**src/rtl/scancode_decoder.sv**
```systemverilog
// PS/2 scancode decoder: resynchronises kb_done, strips F0/E0 prefixes, maps make codes to ASCII
// and queues them in a show-ahead FIFO. Optional shift tracking is enabled by defining SHIFT_TRACK_EN.
module scancode_decoder #(
  parameter int DEPTH       = 8,
  parameter int TIMEOUT_CYC = 500000
) (
  input  logic       clock,
  input  logic       reset,
  input  logic       kb_done,
  input  logic [7:0] kb_code,
  input  logic       rd_en,
  output logic [7:0] char_out,
  output logic       char_valid,
  output logic       fifo_full,
  output logic       overflow,
  output logic       shift_active
);

  localparam int ADDR_W = $clog2(DEPTH);
  localparam int CNT_W  = $clog2(TIMEOUT_CYC);

  typedef enum logic [1:0] {S_IDLE, S_BRK, S_EXT, S_EXT_BRK} state_t;

  // Returns {mapped, is_letter, ascii}; letters come back lowercase.
  function automatic logic [9:0] map_code(input logic [7:0] code);
    case (code)
      8'h1C: map_code = {2'b11, 8'h61};
      8'h32: map_code = {2'b11, 8'h62};
      8'h21: map_code = {2'b11, 8'h63};
      8'h23: map_code = {2'b11, 8'h64};
      8'h24: map_code = {2'b11, 8'h65};
      8'h2B: map_code = {2'b11, 8'h66};
      8'h34: map_code = {2'b11, 8'h67};
      8'h33: map_code = {2'b11, 8'h68};
      8'h43: map_code = {2'b11, 8'h69};
      8'h3B: map_code = {2'b11, 8'h6A};
      8'h42: map_code = {2'b11, 8'h6B};
      8'h4B: map_code = {2'b11, 8'h6C};
      8'h3A: map_code = {2'b11, 8'h6D};
      8'h31: map_code = {2'b11, 8'h6E};
      8'h44: map_code = {2'b11, 8'h6F};
      8'h4D: map_code = {2'b11, 8'h70};
      8'h15: map_code = {2'b11, 8'h71};
      8'h2D: map_code = {2'b11, 8'h72};
      8'h1B: map_code = {2'b11, 8'h73};
      8'h2C: map_code = {2'b11, 8'h74};
      8'h3C: map_code = {2'b11, 8'h75};
      8'h2A: map_code = {2'b11, 8'h76};
      8'h1D: map_code = {2'b11, 8'h77};
      8'h22: map_code = {2'b11, 8'h78};
      8'h35: map_code = {2'b11, 8'h79};
      8'h1A: map_code = {2'b11, 8'h7A};
      8'h45: map_code = {2'b10, 8'h30};
      8'h16: map_code = {2'b10, 8'h31};
      8'h1E: map_code = {2'b10, 8'h32};
      8'h26: map_code = {2'b10, 8'h33};
      8'h25: map_code = {2'b10, 8'h34};
      8'h2E: map_code = {2'b10, 8'h35};
      8'h36: map_code = {2'b10, 8'h36};
      8'h3D: map_code = {2'b10, 8'h37};
      8'h3E: map_code = {2'b10, 8'h38};
      8'h46: map_code = {2'b10, 8'h39};
      8'h29: map_code = {2'b10, 8'h20};
      8'h5A: map_code = {2'b10, 8'h0D};
      8'h66: map_code = {2'b10, 8'h08};
      default: map_code = {2'b00, 8'h00};
    endcase
  endfunction

  logic [1:0]        sync_q, sync_d;
  logic              hist_q, hist_d;
  logic              byte_stb_s;
  state_t            state_q, state_d;
  logic [CNT_W-1:0]  tmo_q, tmo_d;
  logic [7:0]        mem_q [DEPTH];
  logic [7:0]        mem_d [DEPTH];
  logic [ADDR_W-1:0] wr_ptr_q, wr_ptr_d, rd_ptr_q, rd_ptr_d;
  logic [ADDR_W:0]   count_q, count_d;
  logic              overflow_q, overflow_d;
  logic [7:0]        char_out_q, char_out_d;
  logic              char_valid_q, char_valid_d;
  logic              fifo_full_q, fifo_full_d;
  logic              shift_active_q, shift_active_d;
  logic              shift_l_q, shift_l_d, shift_r_q, shift_r_d;
  logic              shift_hold_s;
  logic [9:0]        map_s;
  logic [7:0]        push_data_s;
  logic              push_s, pop_s, full_s, do_push_s;

  // kb_done crosses domains here; the edge history suppresses a strobe for a level held over reset.
  always_comb begin
    sync_d     = {sync_q[0], kb_done};
    hist_d     = sync_q[1];
    byte_stb_s = sync_q[1] & ~hist_q;
  end

`ifdef SHIFT_TRACK_EN
  assign shift_hold_s = shift_l_q | shift_r_q;
`else
  assign shift_hold_s = 1'b0;
`endif

  // Prefix-stripping FSM with idle timeout; byte strobes win over the timeout.
  always_comb begin
    state_d     = state_q;
    tmo_d       = tmo_q;
    push_s      = 1'b0;
    shift_l_d   = shift_l_q;
    shift_r_d   = shift_r_q;
    map_s       = map_code(kb_code);
    push_data_s = (map_s[8] && shift_hold_s) ? (map_s[7:0] - 8'h20) : map_s[7:0];
    if (byte_stb_s) begin
      tmo_d = '0;
      case (state_q)
        S_IDLE: begin
          if (kb_code == 8'hF0) begin
            state_d = S_BRK;
          end else if (kb_code == 8'hE0) begin
            state_d = S_EXT;
          end else begin
            push_s = map_s[9];
`ifdef SHIFT_TRACK_EN
            if (kb_code == 8'h12) begin
              shift_l_d = 1'b1;
            end else if (kb_code == 8'h59) begin
              shift_r_d = 1'b1;
            end else begin
              shift_l_d = shift_l_q;
            end
`endif
          end
        end
        S_BRK: begin
          state_d = S_IDLE;
`ifdef SHIFT_TRACK_EN
          if (kb_code == 8'h12) begin
            shift_l_d = 1'b0;
          end else if (kb_code == 8'h59) begin
            shift_r_d = 1'b0;
          end else begin
            shift_l_d = shift_l_q;
          end
`endif
        end
        S_EXT: begin
          if (kb_code == 8'hF0) begin
            state_d = S_EXT_BRK;
          end else begin
            state_d = S_IDLE;
          end
        end
        S_EXT_BRK: state_d = S_IDLE;
        default:   state_d = S_IDLE;
      endcase
    end else if (state_q == S_IDLE) begin
      tmo_d = '0;
    end else if (tmo_q == CNT_W'(TIMEOUT_CYC - 1)) begin
      state_d = S_IDLE;
      tmo_d   = '0;
    end else begin
      tmo_d = tmo_q + CNT_W'(1);
    end
  end

  // FIFO bookkeeping; the registered head is taken from next-state pointers so it needs no extra cycle.
  always_comb begin
    mem_d     = mem_q;
    pop_s     = rd_en & (count_q != '0);
    full_s    = (count_q == (ADDR_W+1)'(DEPTH));
    do_push_s = push_s & (~full_s | pop_s);
    overflow_d = overflow_q | (push_s & full_s & ~pop_s);
    wr_ptr_d  = do_push_s ? (wr_ptr_q + ADDR_W'(1)) : wr_ptr_q;
    rd_ptr_d  = pop_s ? (rd_ptr_q + ADDR_W'(1)) : rd_ptr_q;
    case ({do_push_s, pop_s})
      2'b10:   count_d = count_q + (ADDR_W+1)'(1);
      2'b01:   count_d = count_q - (ADDR_W+1)'(1);
      default: count_d = count_q;
    endcase
    if (do_push_s) begin
      mem_d[wr_ptr_q] = push_data_s;
    end else begin
      mem_d[wr_ptr_q] = mem_q[wr_ptr_q];
    end
    if (count_d == '0) begin
      char_out_d = 8'h00;
    end else if (do_push_s && (rd_ptr_d == wr_ptr_q)) begin
      char_out_d = push_data_s;
    end else begin
      char_out_d = mem_q[rd_ptr_d];
    end
    char_valid_d   = (count_d != '0);
    fifo_full_d    = (count_d == (ADDR_W+1)'(DEPTH));
    shift_active_d = shift_l_d | shift_r_d;
  end

  // State register for synchroniser, FSM, FIFO and registered outputs.
  always_ff @(posedge clock) begin
    if (reset) begin
      sync_q         <= 2'b11;
      hist_q         <= 1'b1;
      state_q        <= S_IDLE;
      tmo_q          <= '0;
      mem_q          <= '{default: 8'h00};
      wr_ptr_q       <= '0;
      rd_ptr_q       <= '0;
      count_q        <= '0;
      overflow_q     <= 1'b0;
      char_out_q     <= 8'h00;
      char_valid_q   <= 1'b0;
      fifo_full_q    <= 1'b0;
      shift_l_q      <= 1'b0;
      shift_r_q      <= 1'b0;
      shift_active_q <= 1'b0;
    end else begin
      sync_q         <= sync_d;
      hist_q         <= hist_d;
      state_q        <= state_d;
      tmo_q          <= tmo_d;
      mem_q          <= mem_d;
      wr_ptr_q       <= wr_ptr_d;
      rd_ptr_q       <= rd_ptr_d;
      count_q        <= count_d;
      overflow_q     <= overflow_d;
      char_out_q     <= char_out_d;
      char_valid_q   <= char_valid_d;
      fifo_full_q    <= fifo_full_d;
      shift_l_q      <= shift_l_d;
      shift_r_q      <= shift_r_d;
      shift_active_q <= shift_active_d;
    end
  end

  assign char_out     = char_out_q;
  assign char_valid   = char_valid_q;
  assign fifo_full    = fifo_full_q;
  assign overflow     = overflow_q;
  assign shift_active = shift_active_q;

endmodule

```
**config.mk**
```make
export PLATFORM = sky130hd
export DESIGN_NAME = scancode_decoder
export DESIGN_NICKNAME = d
export VERILOG_FILES = /design/src/rtl/scancode_decoder.sv
export SDC_FILE = /design/constraint.sdc
export NUM_CORES = 1
export LEC_CHECK = 0
export ABC_AREA = 1
export BUFFER_PORTS_ARGS = -buffer_cell sky130_fd_sc_hd__buf_2
export CAP_MARGIN = 5
export CORE_MARGIN = 5
export CORE_UTILIZATION = 60
export DETAILED_ROUTE_END_ITERATION = 10
export GPL_ROUTABILITY_DRIVEN = 0
export PLACE_DENSITY = 0.77
export SETUP_SLACK_MARGIN = 0.5
export SKIP_CTS_REPAIR_TIMING = 1
export SYNTH_ARGS = -nofsm -noshare
export SYNTH_HDL_FRONTEND = slang
export SYNTH_SLANG_ARGS = --single-unit
export TNS_END_PERCENT = 30
```
**constraint.sdc**
```tcl
create_clock -name clock -period 4.4 [get_ports clock]
set_clock_uncertainty 0.05 [all_clocks]
set_input_delay 0.66 -clock clock [delete_from_list [all_inputs] [get_ports clock]]
set_output_delay 0.66 -clock clock [all_outputs]
set_load 0.01 [all_outputs]
```
==> out/metrics.cfg <==
[synthesis]
synth_nets=973
ys_ff_latch=109
synthTopCellsByArea=dfxtp_1 (35%), nand2_1 (15%), nand3_1 (8.8%)
synthFlopType=dfxtp_1
syn_area_sq_mm=0.006289
synth_top_area_cell=dfxtp_1
yosysWarnings=0
synth_cell_types=37
synth_most_common_cell=nand2_1
synth_cells=948
synthAdderAreaFrac=0.02587
synth-simple-area-share=0.3520
synth.top_cell.area_share=0.3470
async_flop_share=0
synth_xor_area_frac=0.01950
synth-compound-area-share=0.1588
yosysSeqAreaShare=0.3470
synth_top_family_by_area=simple AND/OR/NAND/NOR gates
synthMuxAreaShare=0
synth-edff-count=0
ys_top_cells_by_count=nand2_1 (243), nand3_1 (111), dfxtp_1 (109), inv_1 (83), o21ai_0 (75)
synth.avg_cell_area_sq_um=6.633

[die]
die_height_um=112.4
rows=37
start_util=0.6119
ios=24
coreArea_sq_mm=0.01028
die_area_sq_mm=0.01263
die_x_um=112.4

[route]
wire_per_inst_um=14.32
drt_iter0_drc=644
wirelength_um=15420
vias_per_cell=5.570
via_count=5999
detail-route-antenna-nets=0
drt-pass1-iter-count=6
drc=0

[power_and_ir_drop]
power.switching_mw=1.023
power_switching_share=0.3992
p_int_mw=1.540
p_leak_nw=2.777
clock_power_share=0.243
p_per_area_mw_per_mm2=393.3
irDropWorstVdd_mv=0.3800
seq_power_share=0.418
combPwrFrac=0.339

[clocking]
cts_root_buf=clkbuf_8
clk_latency_ps=390
htreeDepth=3
clkTransAtPathRegs_ps=100
clockBufferDepth=2
cts_buffers=9
cts_tree=done
numClockSinks=109

[global_routing]
grt_pass1_vias=5276
grt_pass1_wl_um=25460
grt-ovfl-total=0
grt_max_degree=66
grtUsageTotal=0.2440
antenna_found_initial=0

[setup_path]
crit_arrival_ps=3580
cp-start-kind=input pin
worstPathRequired_ps=4630
path_max_fanout=8
crit_type=input pin to flip-flop
end_kind=flip-flop

[final_layout]
multi_input_area_sq_mm=0.003501
syn2layout_area_growth_pct=3.621
diodes=0
n_fill_cell=1000
nNetsFinal=961
drive_gt1_frac=0.1052
seq_area_sq_mm=0.002182

[sta]
fin_ws_ps=1047
slew_headroom=0.5083
tightest_slew_ps=736.8
rsz0062_at_grt=false
fin_crit_ps=3353
fin_crit_sh=0.7622
fin_tns_setup_ps=0
hold_viol=0
finalSetupViolCount=0
fmax_mhz=298.2
finalMaxSlewViolations=0

[hold_path]
hold_class=flip-flop to flip-flop

[placed_design]
dpl.hpwl_um=10380
port_buffers=22
pre_cts_slack_ps=692.7

[flow_run]
maxCapViolCount=0

[status]
status=finished clean

worst paths after layout:
kind / startpoint / end / slack, ps / cells after the start
setup / recovery: kb_code[1] / char_out[6] / 1050 / 19
hold / removal: sync_q[0] / sync_q[1] / 380 / 1
setup reg to reg: count_q[1] / char_out[6] / 1380 / 14
hold reg to reg: sync_q[0] / sync_q[1] / 380 / 1
power by group through the flow:
stage / clock network (mW) / logic, mW / registers, mW
6_report: 0.624 / 0.869 / 1.07
5_1_grt: 0.679 / 0.946 / 1.08
4_1_cts: 0.641 / 0.854 / 1.07
3_5_place_dp: 0 / 0.850 / 1.09
3_3_place_gp: 0 / 0.845 / 1.09
2_1_floorplan: 0 / 0.669 / 1.09
cell usage in the layout (no fill, tap or decap), types with 9 or more instances in the layout:
cell type and instances:
o21ai_0 75, clkbuf_8 9, nand2_2 20, a211oi_1 9
nand2_1 243, a21oi_1 72, nor2_1 69, dfxtp_1 109
nand3_1 111, xor2_1 9, buf_2 22, inv_1 83
ha_1 13, nand4_1 12
flip-flops by register name, summed over array words and instances (netlist names):
register / flops
wr_ptr_q: 3
count_q: 4
tmo_q: 19
rd_ptr_q: 3
char_valid: 1
state_q: 2
char_out: 8
sync_q: 2
overflow: 1
hist_q: 1
fifo_full: 1
mem_q: 64
cells by family (layout without fill, tap and decap cells):
logic type | after synthesis | in the layout
fa+ha+maj | 13 | 13
compound gates | 182 | 182
xor+xnor | 14 | 14
simple gates | 491 | 491
other cells | 1 | 1
flops | 109 | 109
buf+inv | 138 | 131
per-stage QoR:
| step | hold slack (ps) | instance area, sq um | instances | power (mW) | util |
|---|---|---|---|---|---|
| after floorplan | 339.5 | 6289 | 948 | 1.759 | - |
| after global placement | 355.9 | 6320 | 1061 | 1.936 | 0.6149 |
| after detailed placement | 355.4 | 6320 | 1061 | 1.941 | 0.6149 |
| after CTS | 366.9 | 6516 | 1077 | 2.564 | 0.6340 |
| after global routing | 369.7 | 6516 | 1077 | 2.701 | 0.6340 |
| final | 380.1 | 6516 | 1077 | 2.563 | 0.6340 |
per-layer routing:
metal  part of all wire  GRT usage  up-vias
met5                  0          0        -
met3              0.060    0.05283       20
met1               0.46     0.3377     2734
met2               0.46     0.3838      170
met4              0.015    0.07131        0
li1                   -          -     3075
worst max-delay path, stage by stage:
cell and delay (ps):
buf_2 160, inv_1 140, ha_1 340, nand2_1 70, nand2_2 90, nand2_1 90, nor2_1 110, nand2_1 70
nand3_2 120, nand4_4 110, ha_1 250, xor2_1 240, ha_1 270, o21ai_0 240, inv_1 70, nor2_1 90
nand2_1 90, o21ai_1 310, a21oi_1 70
layout make-up:
| class | instances | area share |
|---|---|---|
| repair buffers | 24 | 0.01920 |
| clock buffers | 10 | 0.01959 |
| well taps | 136 | 0.02611 |
| flip-flops and latches | 109 | 0.3349 |
| multi-input cells | 701 | 0.5373 |
| inverters | 91 | 0.05242 |
| clock inverters | 6 | 0.01056 |
Note: power is estimated with default switching activity, not from simulation.
